$ cat src/rtl/mem_req_arbiter.sv
// mem_req_arbiter: arbitrates an instruction path and a cache path onto one
// bundled-data memory port. All request and acknowledge lines are 4-phase.
// Optional feature: define ARB_ROUND_ROBIN_EN to alternate grants on
// simultaneous requests. Without it, the instruction path always wins a tie.
//
// Handshake (all channels, return-to-zero): the initiator raises req with
// its data already stable and keeps the data stable while req is high. The
// responder raises ack. The initiator drops req, and then the responder drops
// ack. On the memory side, data_out and PH0 are launched at the grant. They
// stay unchanged until the cycle has fully returned to zero. req_out rises
// only after data_out and PH0 have been stable for HOLD_CYCLES cycles.
module mem_req_arbiter #(
  parameter int unsigned HOLD_CYCLES = 1
) (
  input  logic        clk,
  input  logic        rst_n,
  input  logic        req_instr,
  input  logic [15:0] data_in_instr,
  output logic        ack_to_instr,
  input  logic        req_cache,
  input  logic [15:0] data_in_cache,
  output logic        ack_to_cache,
  output logic [15:0] data_out,
  output logic [1:0]  PH0,
  output logic        req_out,
  input  logic        ack_in_mem,
  output logic [1:0]  state_dbg
);

  typedef enum logic [1:0] {
    S_IDLE  = 2'd0,
    S_SETUP = 2'd1,
    S_REQ   = 2'd2,
    S_RTZ   = 2'd3
  } state_t;

  localparam logic [1:0] PH_INSTR = 2'b10;
  localparam logic [1:0] PH_CACHE = 2'b00;
  localparam logic [1:0] PH_IDLE  = 2'b11;
  localparam logic [3:0] HOLD_LD  = 4'(HOLD_CYCLES);

  logic [1:0]  instr_sync, cache_sync, ack_sync;
  logic        req_i_s, req_c_s, ack_s;

  state_t      state, state_nxt;
  logic [3:0]  cnt, cnt_nxt;
  logic        gnt_instr, gnt_instr_nxt;
  logic        aborted, aborted_nxt;
  logic [15:0] data_nxt;
  logic [1:0]  ph0_nxt;
  logic        req_out_nxt, ack_i_nxt, ack_c_nxt;
  logic        gnt_req_s, instr_wins_tie, pick_instr;

  // Two-flop synchronizers for the asynchronous handshake inputs.
  always_ff @(posedge clk or negedge rst_n) begin
    if (!rst_n) begin
      instr_sync <= 2'b00;
      cache_sync <= 2'b00;
      ack_sync   <= 2'b00;
    end else begin
      instr_sync <= {instr_sync[0], req_instr};
      cache_sync <= {cache_sync[0], req_cache};
      ack_sync   <= {ack_sync[0], ack_in_mem};
    end
  end

  assign req_i_s   = instr_sync[1];
  assign req_c_s   = cache_sync[1];
  assign ack_s     = ack_sync[1];
  assign gnt_req_s = gnt_instr ? req_i_s : req_c_s;

`ifdef ARB_ROUND_ROBIN_EN
  logic last_instr, last_instr_nxt;

  // Last-grant memory. It is updated only when a transaction fully completes.
  always_ff @(posedge clk or negedge rst_n) begin
    if (!rst_n) last_instr <= 1'b0;
    else        last_instr <= last_instr_nxt;
  end

  assign instr_wins_tie = ~last_instr;
`else
  assign instr_wins_tie = 1'b1;
`endif

  assign pick_instr = req_i_s & (~req_c_s | instr_wins_tie);

  // State and registered outputs. Reset abandons any transaction in flight.
  always_ff @(posedge clk or negedge rst_n) begin
    if (!rst_n) begin
      state        <= S_IDLE;
      cnt          <= 4'd0;
      gnt_instr    <= 1'b0;
      aborted      <= 1'b0;
      data_out     <= 16'h0000;
      PH0          <= PH_IDLE;
      req_out      <= 1'b0;
      ack_to_instr <= 1'b0;
      ack_to_cache <= 1'b0;
    end else begin
      state        <= state_nxt;
      cnt          <= cnt_nxt;
      gnt_instr    <= gnt_instr_nxt;
      aborted      <= aborted_nxt;
      data_out     <= data_nxt;
      PH0          <= ph0_nxt;
      req_out      <= req_out_nxt;
      ack_to_instr <= ack_i_nxt;
      ack_to_cache <= ack_c_nxt;
    end
  end

  // Next-state and output logic. A memory ack seen in IDLE or SETUP is a
  // protocol error, and it freezes progress until the ack is withdrawn.
  always_comb begin
    state_nxt     = state;
    cnt_nxt       = cnt;
    gnt_instr_nxt = gnt_instr;
    aborted_nxt   = aborted;
    data_nxt      = data_out;
    ph0_nxt       = PH0;
    req_out_nxt   = req_out;
    ack_i_nxt     = ack_to_instr;
    ack_c_nxt     = ack_to_cache;
`ifdef ARB_ROUND_ROBIN_EN
    last_instr_nxt = last_instr;
`endif
    case (state)
      S_IDLE: begin
        if (!ack_s && (req_i_s || req_c_s)) begin
          gnt_instr_nxt = pick_instr;
          data_nxt      = pick_instr ? data_in_instr : data_in_cache;
          ph0_nxt       = pick_instr ? PH_INSTR : PH_CACHE;
          cnt_nxt       = HOLD_LD;
          aborted_nxt   = 1'b0;
          state_nxt     = S_SETUP;
        end
      end
      S_SETUP: begin
        if (!gnt_req_s) aborted_nxt = 1'b1;
        if (!ack_s) begin
          if (cnt == 4'd0) begin
            req_out_nxt = 1'b1;
            state_nxt   = S_REQ;
          end else begin
            cnt_nxt = cnt - 4'd1;
          end
        end
      end
      S_REQ: begin
        if (!gnt_req_s) aborted_nxt = 1'b1;
        if (ack_s) begin
          req_out_nxt = 1'b0;
          // A requester that gave up mid-transaction is never acknowledged.
          ack_i_nxt   = gnt_instr & gnt_req_s & ~aborted;
          ack_c_nxt   = ~gnt_instr & gnt_req_s & ~aborted;
          state_nxt   = S_RTZ;
        end
      end
      S_RTZ: begin
        if (!ack_s && (aborted || !gnt_req_s)) begin
          ack_i_nxt = 1'b0;
          ack_c_nxt = 1'b0;
          ph0_nxt   = PH_IDLE;
          data_nxt  = 16'h0000;
          state_nxt = S_IDLE;
`ifdef ARB_ROUND_ROBIN_EN
          last_instr_nxt = gnt_instr;
`endif
        end
      end
      default: state_nxt = S_IDLE;
    endcase
  end

  assign state_dbg = state;

endmodule
$ cat config.mk
export PLATFORM = sky130hd
export DESIGN_NAME = mem_req_arbiter
export DESIGN_NICKNAME = d
export VERILOG_FILES = /design/src/rtl/mem_req_arbiter.sv
export SDC_FILE = /design/constraint.sdc
export NUM_CORES = 1
export LEC_CHECK = 0
export ABC_AREA = 1
export CORE_ASPECT_RATIO = 2
export CORE_MARGIN = 3
export CORE_UTILIZATION = 51
export CTS_BUF_LIST = sky130_fd_sc_hd__clkbuf_2 sky130_fd_sc_hd__clkbuf_4 sky130_fd_sc_hd__clkbuf_8
export DETAILED_ROUTE_END_ITERATION = 6
export GPL_TIMING_DRIVEN = 0
export PLACE_DENSITY = 0.84
export SLEW_MARGIN = 40
export SYNTH_ARGS = -nofsm -noshare
export SYNTH_HDL_FRONTEND = slang
export SYNTH_SLANG_ARGS = --single-unit
$ cat constraint.sdc
create_clock -name clk -period 2.6 [get_ports clk]
set_input_delay 0.78 -clock clk [delete_from_list [all_inputs] [get_ports clk]]
set_output_delay 0.78 -clock clk [all_outputs]
set_load 0.02 [all_outputs]
# == Yosys cells after proc, flatten, opt, wreduce, memory -nomap -nowiden ==
# Index checks and enable logic that the tools add are counted.
# totals
wordCells,81
reg_bits,35
input_bits,37
output_inout_bits,23
# classes
n_mux,31
n_addsub,1
bitwise_logic,6
eq_ne,10
reduce_logical,21
# ops
cell,n
16-bit 2-to-1 mux,3
16-bit case mux with 2 select lines,1
2-bit 2-to-1 mux,8
2-bit inequality test (second input constant),7
4-bit 2-to-1 mux,3
2-bit nonzero test,5
1-bit 2-to-1 mux,9
3-bit AND reduction,3
1-bit case mux with 2 select lines,4
2-bit case mux with 4 select lines,1
4-bit case mux with 2 select lines,1
4-bit AND reduction,2
5-bit AND reduction,1
1-bit bitwise AND,4
2-bit equality test (second input constant),2
4-bit zero test,1
2-bit case mux with 2 select lines,1
4-bit by 1-bit subtractor with 4-bit output (second input constant),1
2-bit by 1-bit equality test with 1-bit output (second input constant),1
1-bit logical AND,2
1-bit zero test,2
2-bit zero test,1
1-bit logical OR,2
1-bit inverter,2
2 further kinds,2

# == Longest topological paths before layout ==
# Gate-level depths: netlist of run 1.
# depth
ltp_word,6
depth_mapped,10
depth_no_buf,9

# == Worst setup path after synthesis of run 1 ==
# Ideal clock, no wire load.
# synth_path
path_kind,reg2reg
from,"register state[1], in the netlist state_dbg[1]"
to,"register state[0], in the netlist state_dbg[0]"
synth_period_minus_slack_ns,1.529
stages_incl_launch_ff,9
required_ns,2.482
setup_time_ns,0.118
n_path_buf,0
arrival_ns,1.411
setup_slack_ns,1.071
path_cell_list,dfrtp_1 inv_1 ha_1 nand2_1 o21ai_0 a21oi_1 nand3_1 nand2_1 nand2_1
# synth_via
elab_chain_len,3
word_cells_on_any_way,11
classes_between,eq/ne (8); mux (1); reduce/logical (2)
# synth_rtl
item,line,source
from (decl),45,"state_t state, state_nxt;"
from (signal assigned),101,state <= state_nxt;
2-bit by 1-bit equality test with 1-bit output (tied with other cells),128,case (state)
2-bit inequality test (no source line),-,
5-bit AND reduction (no source line),-,
# Several ways; a longest one is shown, not always the timed one.
# A chain may end at the register's enable or synchronous reset.

# == Final worst setup path of run 1 ==
# layout_path
from,register PH0[0]
to,output PH0[0]
# layout_rtl
item,line,source
from (decl),24,"output logic [1:0] PH0,"
from (signal assigned),106,PH0 <= ph0_nxt;
# No word-level cell between the ends.

==> impl_metrics.toml, run 1 <==
[final_layout]
syn_to_final_growth_pct = 42.2
diodes = 0
fin_nets = 333
drive_above_1_share = 0.169
fillers = 270
instances_no_fill = 338

[sta]
setup_viol = 0
maxSlewViolCount = 0
slew_headroom = 0.784
max_slew.worst_pin.slew_ns = 0.321
rsz0062_at_grt = "false"
max_clock_freq_mhz = 455
setup_slack_ns = 0.400
final.setup.tns_ns = 0
timing.final.crit_period_ns = 2.20
hold_violations = 0
fin_crit_sh = 0.846
fin_skew_ns = 0.0121

[job]
cap_violations = 0

[worst_setup_path]
crit_buf_inv = 1
ff2ff_setup_slack_ns = 0.97
crit_type = "register to primary output"
r2r.worst_path.cells = 8
required_ns = 1.82
startpoint_type = "register"
critPathCaptureType = "primary output"
critPathTopFamily = "buffers and inverters"
cpPeakStageDelay_ns = 0.61
critPathSlowestCell = "clkdlybuf4s50_1"
r2r_end = "state_dbg[0]"
worstSetupStartpoint = "PH0[0]"
cp_max_fo = 2
path_cells = "clkdlybuf4s50_1"
reg2reg_from = "state_dbg[1]"
cp.arrival_ns = 1.42

[clock_tree]
clockRootBuffer = "clkbuf_8"
post-cts-setup-buffers = 0
post_cts_resize_count = 0
cts.clk_slew.worst_paths_ns = 0.07
clkSinkCount = 35
worstSkewPairLatency_ns = 0.29
cts_htree_levels = 2
cts_buffers = 5
clk_path_buf_depth = 2
cts_hold_buf = 0
cts_tree = "yes"

[hold_path]
min_from = "cache_sync[0]"
hold-path-cell-count = 0
holdPathEnd = "cache_sync[1]"
min_path_type = "register to register"

[grt]
grt_pass1_vias = 1726
antenna_found_initial = 0
grt_overflow = 0
track_usage = 0.216
grt_pass1_wl_um = 7560
grt_max_degree = 26

[route]
drtIter0Drc = 19
routedWlPerCell_um = 12.5
drc = 0
drtPass1Iterations = 4
num_vias = 1701
ant_nets = 0
vias_per_cell = 5.03
routed_wl_um = 4240

[floorplan]
die_w_um = 48.6
core-area_um2 = 3450
initial_utilization = 0.535
dieArea_um2 = 4420
row_count = 30
dieHeight_um = 91.1
pin_count = 60

[synth]
synth_seq_cells = 35
synth_nets = 266
syn_inst = 223
synth_area_leaders = "dfrtp_1 45%, nand2_1 21%, o21ai_2 9.5%"
yosys.area.top_type = "dfrtp_1"
yosysTopAreaCellShare = 0.447
ys_warn_count = 0
synth_seq_area_share = 0.476
syn_area_per_cell_um2 = 8.28
yosysUniqueCellTypes = 21
syn_area_um2 = 1850

[power_and_ir_drop]
ir_worst_vdd_mv = 0.614
powerDensity_nw_per_um2 = 1120
p_leak_nw = 1.29
total_power_mw = 2.94

[place]
dp_hpwl_um = 3350
port_buffers = 59
gp_congestion = 0.836
dp.cells = 331
dpl_worst_slack_ns = 0.703

[status]
status = "completed"
cells by family after synthesis:
logic type	after synthesis	synth area share
AND/OR/NAND/NOR	128	0.289
flip-flops	35	0.476
AO/OA/AOI/OAI	30	0.124
buffers and inverters	22	0.0617
adder cells (fa/ha/maj)	6	0.0406
XOR/XNOR	2	0.00949
worst reg2reg max path, delay by kind of cell, from the launching register on:
kind,cells,cell delay (ns)
buffers and inverters,1,0.08
DFF,1,0.42
AOI/OAI and AO/OA,2,0.39
and+or+nand+nor,4,0.36
adders and majority gates,1,0.26
layer usage:
metal / up-vias / global-route usage / routed length (um)
met5: - / 0 / 0
met1: 806 / 0.206 / 1410
li1: 838 / - / -
met3: 12 / 0.0525 / 184
met4: 0 / 0.0855 / 108
met2: 45 / 0.424 / 2540
metrics by stage:
stage	hold WS, ns	instance area, um2	utilization
CTS	0.349	2630	0.761
global placement	0.333	2500	0.723
finish	0.344	2630	0.761
global route	0.367	2630	0.761
detailed placement	0.337	2520	0.730
floorplan	0.331	1850	-
report_power, final:
group / leakage [nW] / switching [mW] / internal [mW]
logic: 0.803 / 0.900 / 0.689
registers: 0.433 / 0.121 / 0.756
clock network: 0.0547 / 0.183 / 0.291
worst max-delay path by stage:
stage,to,depth (start not counted)
2_1_floorplan,state_dbg[0],8
3_3_place_gp,data_out[11],1
3_5_place_dp,PH0[0],1
4_1_cts,PH0[0],1
5_1_grt,PH0[0],1
6_report,PH0[0],1
flip-flops by register name, indices dropped and copies added (netlist names):
| signal | cells |
|---|---|
| PH0 | 2 |
| aborted | 1 |
| ack_sync | 2 |
| ack_to_cache | 1 |
| ack_to_instr | 1 |
| cache_sync | 2 |
| cnt | 4 |
| data_out | 16 |
| gnt_instr | 1 |
| instr_sync | 2 |
| req_out | 1 |
| state_dbg | 2 |
final cells by class:
class / count / area [um2] / area share
buffer: 8 / 61.3 / 0.0233
sequential: 35 / 878 / 0.334
inverter: 14 / 52.6 / 0.0200
tap: 48 / 60.1 / 0.0229
timing repair buffer: 60 / 613 / 0.233
multi-input combinational: 166 / 855 / 0.325
clock buffer: 6 / 76.3 / 0.0291
clock inverter: 1 / 30.0 / 0.0114
synth_stat cells:
cell / number
a21oi_1: 2
buf_2: 4
buf_4: 1
buf_6: 3
dfrtp_1: 33
dfstp_2: 2
ha_1: 6
inv_1: 12
inv_2: 2
nand2_1: 102
nand2_2: 5
nand2_4: 2
nand3_1: 5
nand3b_1: 1
nand4_1: 5
nor2_1: 7
o21ai_0: 7
o21ai_2: 20
o22a_1: 1
or2_2: 1
xor2_1: 2
cells in the final DEF, fill, tap and decap left out, types with 2 or more instances in the layout:
master	count
ha_1	6
buf_2	5
nand2_2	5
nand2_1	102
nand2_4	2
xor2_1	2
buf_6	3
nand4_1	5
dfstp_2	2
nor2_1	7
clkbuf_8	5
o21ai_2	20
o21ai_0	7
clkdlybuf4s50_1	58
inv_1	12
a21oi_1	2
inv_2	2
nand3_1	5
dfrtp_1	33
Power figures use the tool's default switching activity.
==> inputs of run 2 (changes only) <==
CORE_UTILIZATION = 47   (was 51)
PLACE_DENSITY = 0.78   (was 0.84)
clock period = 2.07 ns   (was 2.6 ns; I/O delays follow)
==> impl_metrics.toml, run 2 (synthesis gave the netlist of run 1 again) <==
[status]
status = "completed"

[worst_setup_path]
critPathTopFamily = "buffers and inverters"
crit_buf_inv = 1
startpoint_type = "register"
required_ns = 1.45
critPathSlowestCell = "clkdlybuf4s50_1"
cp.arrival_ns = 1.34
path_cells = "clkdlybuf4s50_1"
crit_type = "register to primary output"
cp_max_fo = 5
cpPeakStageDelay_ns = 0.63
critPathCaptureType = "primary output"

[clock_tree]
clockRootBuffer = "clkbuf_8"
cts_buffers = 5
cts_tree = "yes"
clk_path_buf_depth = 2
cts_htree_levels = 2
worstSkewPairLatency_ns = 0.28
cts_hold_buf = 0
clkSinkCount = 35
cts.clk_slew.worst_paths_ns = 0.07

[sta]
rsz0062_at_grt = "false"
slew_headroom = 0.703
final.setup.tns_ns = 0
maxSlewViolCount = 0
hold-worst-slack_ns = 0.275
max_slew.worst_pin.slew_ns = 0.446
setup_viol = 0
fin_crit_sh = 0.946
timing.final.crit_period_ns = 1.96
fin_skew_ns = 0.00430
hold_violations = 0
max_clock_freq_mhz = 511

[place]
dp_hpwl_um = 3380
dp.cells = 332
port_buffers = 59
placed_cell_area_um2 = 2520
gp_congestion = 0.826

[grt]
grt_max_degree = 20
grt_pass1_vias = 1654
grt_pass1_wl_um = 7400
track_usage = 0.204
antenna_found_initial = 0
grt_overflow = 0

[power_and_ir_drop]
p_sw_mw = 1.53
p_comb_frac = 0.534
pwr-share-seq = 0.297
pwr-share-clk = 0.170
p_leak_nw = 1.32
ir_worst_vdd_mv = 0.876
sw_frac_of_total = 0.410
internal-power_mw = 2.20
powerDensity_nw_per_um2 = 1410

[final_layout]
reg_top3 = "data_out (16), cnt (4)"
fin_nets = 333
instances_no_fill = 340
largest_register_ffs = 16
syn_to_final_growth_pct = 43.2
diodes = 0
final_cell_mix = "102 x nand2_1, 56 x clkdlybuf4s50_1, 33 x dfrtp_1"
drive_above_1_share = 0.172
final_common_cell = "nand2_1"
top_register = "data_out"
final_area_um2 = 2640

[floorplan]
die_w_um = 50.3
pin_count = 60
initial_utilization = 0.501
core-area_um2 = 3680
row_count = 31
dieHeight_um = 94.7
dieArea_um2 = 4760

[route]
num_vias = 1672
vias_per_cell = 4.92
routedWlPerCell_um = 12.5
drc = 0
drtPass1Iterations = 4
drtIter0Drc = 41
ant_nets = 0
routed_wl_um = 4270

[job]
cap_violations = 0

[hold_path]
min_path_type = "input port to async pin"
-- run 2: cell count changes in the layout (fill, tap and decap cells not counted), sizes merged --
cell / delta
clkinv: +1
dlymetal6s2s: +2
clkdlybuf4s50: -2
-- run 2: repair_timing --
item	in CTS	in global routing
setup endpoints to repair	0	2
setup buffers	0	0
resized for setup	0	2
-- run 2: path summary, 6_finish.rpt --
kind	to	slack [ns]	startpoint	cells after the start
max reg2reg	state_dbg[1]	0.45	state_dbg[1]	8
min reg2reg	instr_sync[1]	0.35	instr_sync[0]	0
min in group clk	instr_sync[1]	0.35	instr_sync[0]	0
min	state_dbg[1]	0.27	rst_n	1
max	state_dbg[1]	0.11	state_dbg[1]	1
max in group asynchronous	PH0[1]	1.28	rst_n	2
-- run 2: routing by layer --
| metal | share of wire | global-route usage | vias up |
|---|---|---|---|
| met5 | 0 | 0 | - |
| met4 | 0.024 | 0.0921 | 0 |
| met3 | 0.041 | 0.0490 | 10 |
| met2 | 0.58 | 0.389 | 47 |
| met1 | 0.35 | 0.201 | 779 |
| li1 | - | - | 836 |
-- run 2: power groups by stage --
stage	combinational (mW)	clock (mW)	sequential [mW]
3_3_place_gp	1.96	0	1.11
3_5_place_dp	2.00	0	1.12
2_1_floorplan	1.05	0	1.34
5_1_grt	2.19	0.678	1.14
4_1_cts	2.02	0.643	1.11
6_report	1.99	0.633	1.11
-- run 2: through the flow --
| stage | utilization | total power [mW] | worst slack [ns] |
|---|---|---|---|
| 2_1_floorplan | - | 2.39 | 0.541 |
| 3_3_place_gp | 0.678 | 3.08 | -0.371 |
| 3_5_place_dp | 0.684 | 3.13 | 0.331 |
| 4_1_cts | 0.716 | 3.77 | 0.00942 |
| 5_1_grt | 0.717 | 4.01 | 0.0487 |
| 6_report | 0.717 | 3.73 | 0.113 |
-- run 2: final cells by class --
type	count	area, um2
timing repair buffer	60	618
clock inverter	2	35.0
sequential	35	878
buffer	8	61.3
inverter	14	52.6
multi-input combinational	166	855
tap	49	61.3
fill	283	1040
clock buffer	6	82.6
==> inputs of run 3 (changes only) <==
CORE_MARGIN = 5   (was 3)
SLEW_MARGIN = 25   (was 40)
==> impl_metrics.toml, run 3 (synthesis gave the netlist of run 1 again) <==
[worst_setup_path]
cp_max_fo = 2
worstSetupStartpoint = "PH0[1]"
critPathCaptureType = "primary output"
critPathSlowestCell = "clkdlybuf4s50_1"
ff2ff_setup_slack_ns = 0.45
crit_buf_inv = 1
critPathTopFamily = "buffers and inverters"
required_ns = 1.45
cp.arrival_ns = 1.41
cpPeakStageDelay_ns = 0.59
r2r.worst_path.cells = 6
startpoint_type = "register"
path_cells = "clkdlybuf4s50_1"
cp.depth = 1
crit_type = "register to primary output"
reg2reg_from = "state_dbg[0]"

[route]
wl_met1_um = 1520
routed_wl_um = 4380
num_vias = 1645
wl_met3_um = 213
top_layer = "met4"
ant_nets = 0
route.met2.wl_um = 2550
drtIter0Drc = 13
routedWlPerCell_um = 12.8
vias_per_cell = 4.81
drc = 0
drtPass1Iterations = 4

[sta]
fin_crit_sh = 0.982
timing.final.crit_period_ns = 2.03
hold_violations = 0
max_slew.worst_pin.slew_ns = 0.365
fin_skew_ns = 0.00872
slew_headroom = 0.757
setup_viol = 0
max_clock_freq_mhz = 492
maxSlewViolCount = 0
rsz0062_at_grt = "false"
final.setup.tns_ns = 0

[final_layout]
final_common_cell = "nand2_1"
drive_above_1_share = 0.172
syn_to_final_growth_pct = 41.6
final_cell_mix = "102 x nand2_1, 57 x clkdlybuf4s50_1, 33 x dfrtp_1"
multi_input_area_um2 = 855
top_register = "data_out"
fin_util = 0.680
fin_nets = 333
fillers = 351
instances_no_fill = 342
diodes = 0
largest_register_ffs = 16
reg_top3 = "data_out (16), cnt (4)"
final-seq-area_um2 = 878

[clock_tree]
clkSinkCount = 35
cts_htree_levels = 2
cts.clk_slew.worst_paths_ns = 0.08
worstSkewPairLatency_ns = 0.29
post-cts-setup-buffers = 0
post_cts_resize_count = 0
cts_tree = "yes"
clockRootBuffer = "clkbuf_8"
cts_buffers = 5
cts_hold_buf = 0
clk_path_buf_depth = 2

[grt]
antenna_found_initial = 0
track_usage = 0.178
grt_pass1_vias = 1606
grt_pass1_wl_um = 6980
grt_max_degree = 24
grt_overflow = 0

[status]
status = "completed"

[hold_path]
min_path_type = "input port to async pin"

[place]
dp.cells = 334
dp_hpwl_um = 3520
gp_congestion = 0.796
port_buffers = 59

[power_and_ir_drop]
ir_worst_vdd_mv = 0.873
total_power_mw = 3.58
powerDensity_nw_per_um2 = 1370
p_leak_nw = 1.29

[floorplan]
initial_utilization = 0.480
pin_count = 60
core-area_um2 = 3840
dieArea_um2 = 5360
dieHeight_um = 98.7
die_w_um = 54.3
row_count = 32

[job]
cap_violations = 0
[run 3: worst paths after layout]
kind                                    end
worst min-delay path                 cnt[0]
worst min register to register  ack_sync[1]
worst max-delay path                 PH0[1]
max in group asynchronous            PH0[0]
worst max register to register  data_out[5]
min in group clk                ack_sync[1]
[run 3: final cells by class]
type,instances,share of cell area
Clock buffer,5,0.0263
Timing Repair Buffer,60,0.235
Inverter,14,0.0201
Multi-Input combinational cell,166,0.327
Tap cell,51,0.0244
Buffer,8,0.0234
Clock inverter,3,0.00766
Sequential cell,35,0.336
[run 3: where the power goes]
| part | internal, mW | switching, mW | total, mW |
|---|---|---|---|
| Clock | 0.234 | 0.256 | 0.490 |
| Combinational | 0.862 | 1.13 | 1.99 |
| Sequential | 0.949 | 0.149 | 1.10 |
| Total | 2.04 | 1.53 | 3.58 |
[run 3: metrics by stage]
stage	setup WS [ns]	hold WS [ns]	area, um2
after CTS	0.00927	0.226	2610
after detailed placement	0.334	0.341	2520
after floorplan	0.541	0.325	1850
after global placement	-0.368	0.332	2500
final	0.0376	0.227	2620
after global routing	0.00175	0.238	2620
[run 3: layer usage]
metal | vias to the layer above | GRT usage
met2 | 36 | 0.339
met3 | 10 | 0.0424
met1 | 767 | 0.163
met4 | 0 | 0.0768
met5 | - | 0
li1 | 832 | -
==> edit 1, RTL diff (config.mk and constraints of run 2) <==
Register the output `state_dbg` once more, with the module's reset; this adds one clock of latency there. The other outputs are not delayed to match.
--- a/src/rtl/mem_req_arbiter.sv
+++ b/src/rtl/mem_req_arbiter.sv
@@ -174,5 +174,11 @@
   end
 
-  assign state_dbg = state;
+  always_ff @(posedge clk or negedge rst_n) begin
+    if (!rst_n) begin
+      state_dbg <= '0;
+    end else begin
+      state_dbg <= state;
+    end
+  end
 
 endmodule
Function: changed (Yosys sat finds a counterexample within 4 cycles, from zero or initial values and one cycle with rst_n low).
==> edit 1 against run 2 <==
- synthesized area rose by 2.0%
- worst hold slack worse by 0.0078 ns
- sequential cell count increased by 2
- setup slack got worse by 0.054 ns
- core utilization shrank 2.7 points
- clock power decreased by 20%
- final cell count is 0.59% higher
- critical path type unchanged
- sequential power grew 5%
- total power down 2.5%
- design area increased by 0.38%
- die area is 1.8% higher
- routed wire length is 1.8% lower
==> edit 1: results <==
set metrics [dict create \
    cts_made_buffers 5 \
    path_max_fanout 2 \
    port_buffers 59 \
    grt_antenna_before_repair 0 \
    yosys-top-cells-count "102 x nand2_1, 35 x dfrtp_1, 20 x o21ai_2" \
    grt_pass1_wl_mm 7.13 \
    vdd_drop_max_v 0.000820 \
    ctsLongestPathBuffers 2 \
    diodes 0 \
    muxShareOfSynthArea_pct 0 \
    hp-class "input pin to asynchronous set/reset pin" \
    placedCellCount 335 \
    gp_congestion 0.849 \
    reg2reg_depth 6 \
    cp_top_family "buffers and inverters" \
    first_pass_iters 4 \
    critPathSlowestCell "clkdlybuf4s50_1" \
    cts_setup_buffers 0 \
    synthXorXnorAreaFrac_pct 0.930 \
    cts_htree_levels 2 \
    drive_above_1_share_pct 16.8 \
    grt_use_total_pct 19.3 \
    status "finished clean" \
    cts_root_buf "clkbuf_8" \
    slew_headroom_pct 71.2 \
    synth_cell_type_count 21 \
    synth.area.top_cells "dfrtp_1 46%, nand2_1 20%, o21ai_2 9.3%, ha_1 3.3%, dfstp_2 2.8%" \
    grt_max_degree 21 \
    vias 1652 \
    routed_via_density 4.83 \
    r2r-start "state[0]$_DFFE_PN0P_" \
    avgSynthCellArea_um2 8.41 \
    path_clk_slew_ns 0.07 \
    synth_compound_area_share_pct 12.4 \
    hpwl_mm 3.38 \
    nNetsFinal 333 \
    yosysSeqAreaShare_pct 49.3 \
    cpPeakStageDelay_ns 0.59 \
    synthFlopType "dfrtp_1" \
    top_regs "data_out x16, cnt x4" \
    timing.hold.ws_ns 0.267 \
    skew_ns 0.00843 \
    drt-initial-drc-count 34 \
    dpl-instance-area_mm2 0.00256 \
    synthAdderAreaFrac_pct 3.32 \
    clk_latency_ns 0.28 \
    critPathArrivalTime_ns 1.39 \
    r2r-end "data_out[13]$_DFFE_PN0P_" \
    postSynth.asyncResetShare_pct 100 \
    p_leak_nw 1.31 \
    yosys_warnings 0 \
    routed_wl_mm 4.19 \
    reg2reg_slack_ns 0.42 \
]
[edit 1: routing by layer]
metal / up-vias / wire, um / GRT usage [%]
met2: 32 / 2580 / 39.3
li1: 836 / - / -
met4: 0 / 60 / 7.42
met5: - / 0 / 0
met1: 779 / 1430 / 18.4
met3: 5 / 120 / 2.97
[edit 1: layout make-up]
| cell class | count | area (um2) |
|---|---|---|
| multi-input cells | 165 | 842 |
| well taps | 51 | 63.8 |
| clock buffers | 7 | 90.1 |
| repair buffers | 60 | 616 |
| fillers | 332 | 1190 |
| flip-flops and latches | 37 | 928 |
| inverters | 14 | 52.6 |
| plain buffers | 8 | 61.3 |
[edit 1: repair_timing]
item,in CTS,in global routing
gates resized for setup,0,1
endpoints found under the setup margin,0,1
hold endpoints to repair,0,0
[edit 1: how the worst max path moves through the flow]
stage | startpoint | endpoint | slack, ns | cells past startpoint
after floorplan | state[0]$_DFFE_PN0P_ | data_out[10]$_DFFE_PN0P_ | 0.68 | 6
after global routing | PH0[1]$_DFFE_PN1P_ | PH0[1] | 0.03 | 1
after global placement | rst_n | data_out[14]$_DFFE_PN0P_ | -0.44 | 1
final | PH0[1]$_DFFE_PN1P_ | PH0[1] | 0.06 | 1
after detailed placement | PH0[0]$_DFFE_PN1P_ | PH0[0] | 0.34 | 1
after CTS | PH0[0]$_DFFE_PN1P_ | PH0[0] | 0.02 | 1
[edit 1: power breakdown]
group	switching, mW	total, mW	internal (mW)
registers	0.162	1.17	1.01
logic	1.10	1.96	0.859
clock network	0.231	0.508	0.277
[edit 1: through the flow]
step                      utilization [%]  setup WS, ns  setup TNS [ns]
after floorplan                         -         0.678               0
after global placement               66.0        -0.438          -15.45
after detailed placement             66.6         0.338               0
after CTS                            69.0        0.0200               0
after global routing                 69.0        0.0300               0
final                                69.0        0.0582               0
==> edit 2, RTL diff (flow settings as in run 2) <==
Without the edit above. Add a define of `ARB_ROUND_ROBIN_EN`.
--- a/src/rtl/mem_req_arbiter.sv
+++ b/src/rtl/mem_req_arbiter.sv
@@ -10,4 +10,6 @@
 // stay unchanged until the cycle has fully returned to zero. req_out rises
 // only after data_out and PH0 have been stable for HOLD_CYCLES cycles.
+`define ARB_ROUND_ROBIN_EN
+
 module mem_req_arbiter #(
   parameter int unsigned HOLD_CYCLES = 1
Check against the original RTL: not equivalent (Yosys sat finds a counterexample within 10 cycles, from zero or initial values and one cycle with rst_n low).
==> edit 2 against run 2 <==
- non-clock buffer count grew 1
- setup slack lost 0.021 ns
- die area grew 4.0%
- synthesized cell count grew 2.2%
- routed wire length grew 7.7%
- total power is essentially flat
- sequential cell count grew 1
- synthesized area grew 4.4%
- design area grew 2.1%
- critical path type unchanged
- largest cell class is now multi-input combinational cells
==> edit 2: results <==
set metrics [dict create \
    routed_wl_mm 4.59 \
    critPathArrivalTime_ns 1.36 \
    critPathSlowestCell "clkdlybuf4s50_1" \
    yosysSeqAreaShare_pct 46.9 \
    timing.hold.ws_ns 0.266 \
    p_leak_nw 1.33 \
    drive_above_1_share_pct 17.2 \
    synth_compound_area_share_pct 12.7 \
    grt_use_total_pct 21.5 \
    status "finished clean" \
    place_worst_setup_slack_ns 0.332 \
    syn_area_mm2 0.00193 \
    skew_ns 0.0111 \
    num-multi-input-gates 170 \
    synth_cell_type_count 23 \
    syn_to_final_growth_pct 40.0 \
    clock_buffers 7 \
    synthAdderAreaFrac_pct 3.89 \
    cts_htree_levels 2 \
    buffers 69 \
    hpwl_mm 3.63 \
    period_share_pct 95.6 \
    wl_per_cell_um 13.2 \
    sh_seq_area_pct 33.5 \
    clock_area_share_pct 3.29 \
    coreArea_mm2 0.00388 \
    yosys-top-cells-count "88 x nand2_1, 34 x dfrtp_1, 21 x nand3_1" \
    synth.area.top_cells "dfrtp_1 44%, nand2_1 17%, o21ai_2 9.1%, nand3_1 5.5%, ha_1 3.9%" \
    reg2reg_slack_ns 0.38 \
    avgSynthCellArea_um2 8.46 \
    vdd_drop_max_v 0.000983 \
    multi_input_area_share_pct 33.6 \
    ys_ff_latch 36 \
    syn_nets 271 \
    inv_count 13 \
    grt_pass1_wl_mm 7.96 \
    drt-initial-drc-count 36 \
    synthXorXnorAreaFrac_pct 0.909 \
    first_global_vias 1780 \
    dpl-instance-area_mm2 0.00261 \
    non_clock_buffer_area_share_pct 25.5 \
    vias 1735 \
    port_buffers 59 \
    placedCellCount 339 \
    first_pass_iters 4 \
    slew_headroom_pct 65.9 \
    gp_congestion 0.892 \
    nFillCells 337 \
]
-- edit 2: cell count changes after synthesis, sizes merged --
cell / before / now
nand2: 109 / 97
clkbuf: 0 / 1
o21a: 0 / 1
inv: 14 / 13
nor2: 7 / 5
nand3: 5 / 21
dfrtp: 33 / 34
o31ai: 0 / 1
-- edit 2: timing repair --
action / CTS / global route
hold endpoints to repair: 0 / 0
hold buffers: 0 / 0
gates resized for setup: 0 / 2
setup endpoints to repair: 0 / 2
-- edit 2: path summary, 6_finish.rpt --
| path | to | startpoint | cells past startpoint |
|---|---|---|---|
| min | instr_sync[1]$_DFF_PN0_ | rst_n | 1 |
| min in group clk | cache_sync[1]$_DFF_PN0_ | cache_sync[0]$_DFF_PN0_ | 0 |
| min reg2reg | cache_sync[1]$_DFF_PN0_ | cache_sync[0]$_DFF_PN0_ | 0 |
| max | state_dbg[1] | state_dbg[1]$_DFFE_PN0P_ | 1 |
| max in group asynchronous | PH0[1]$_DFFE_PN1P_ | rst_n | 2 |
| max reg2reg | data_out[10]$_DFFE_PN0P_ | state_dbg[0]$_DFFE_PN0P_ | 5 |
-- edit 2: cells by family (layout without fill, tap and decap cells) --
logic type	after synthesis	after routing
flip-flops	36	36
AO/OA/AOI/OAI	32	32
AND/OR/NAND/NOR	130	130
buffers and inverters	22	90
adder cells (fa/ha/maj)	6	6
XOR/XNOR	2	2
-- edit 2: report_power, final --
part / switching (mW) / leakage [nW] / internal [mW]
logic: 1.19 / 0.839 / 0.896
registers: 0.161 / 0.446 / 0.976
clock network: 0.241 / 0.0491 / 0.262
total: 1.60 / 1.33 / 2.13
-- edit 2: routing by layer --
layer,wire length [um],track usage [%]
met3,210,5.38
met5,0,0
met4,102,9.63
met2,2700,40.8
met1,1580,21.3
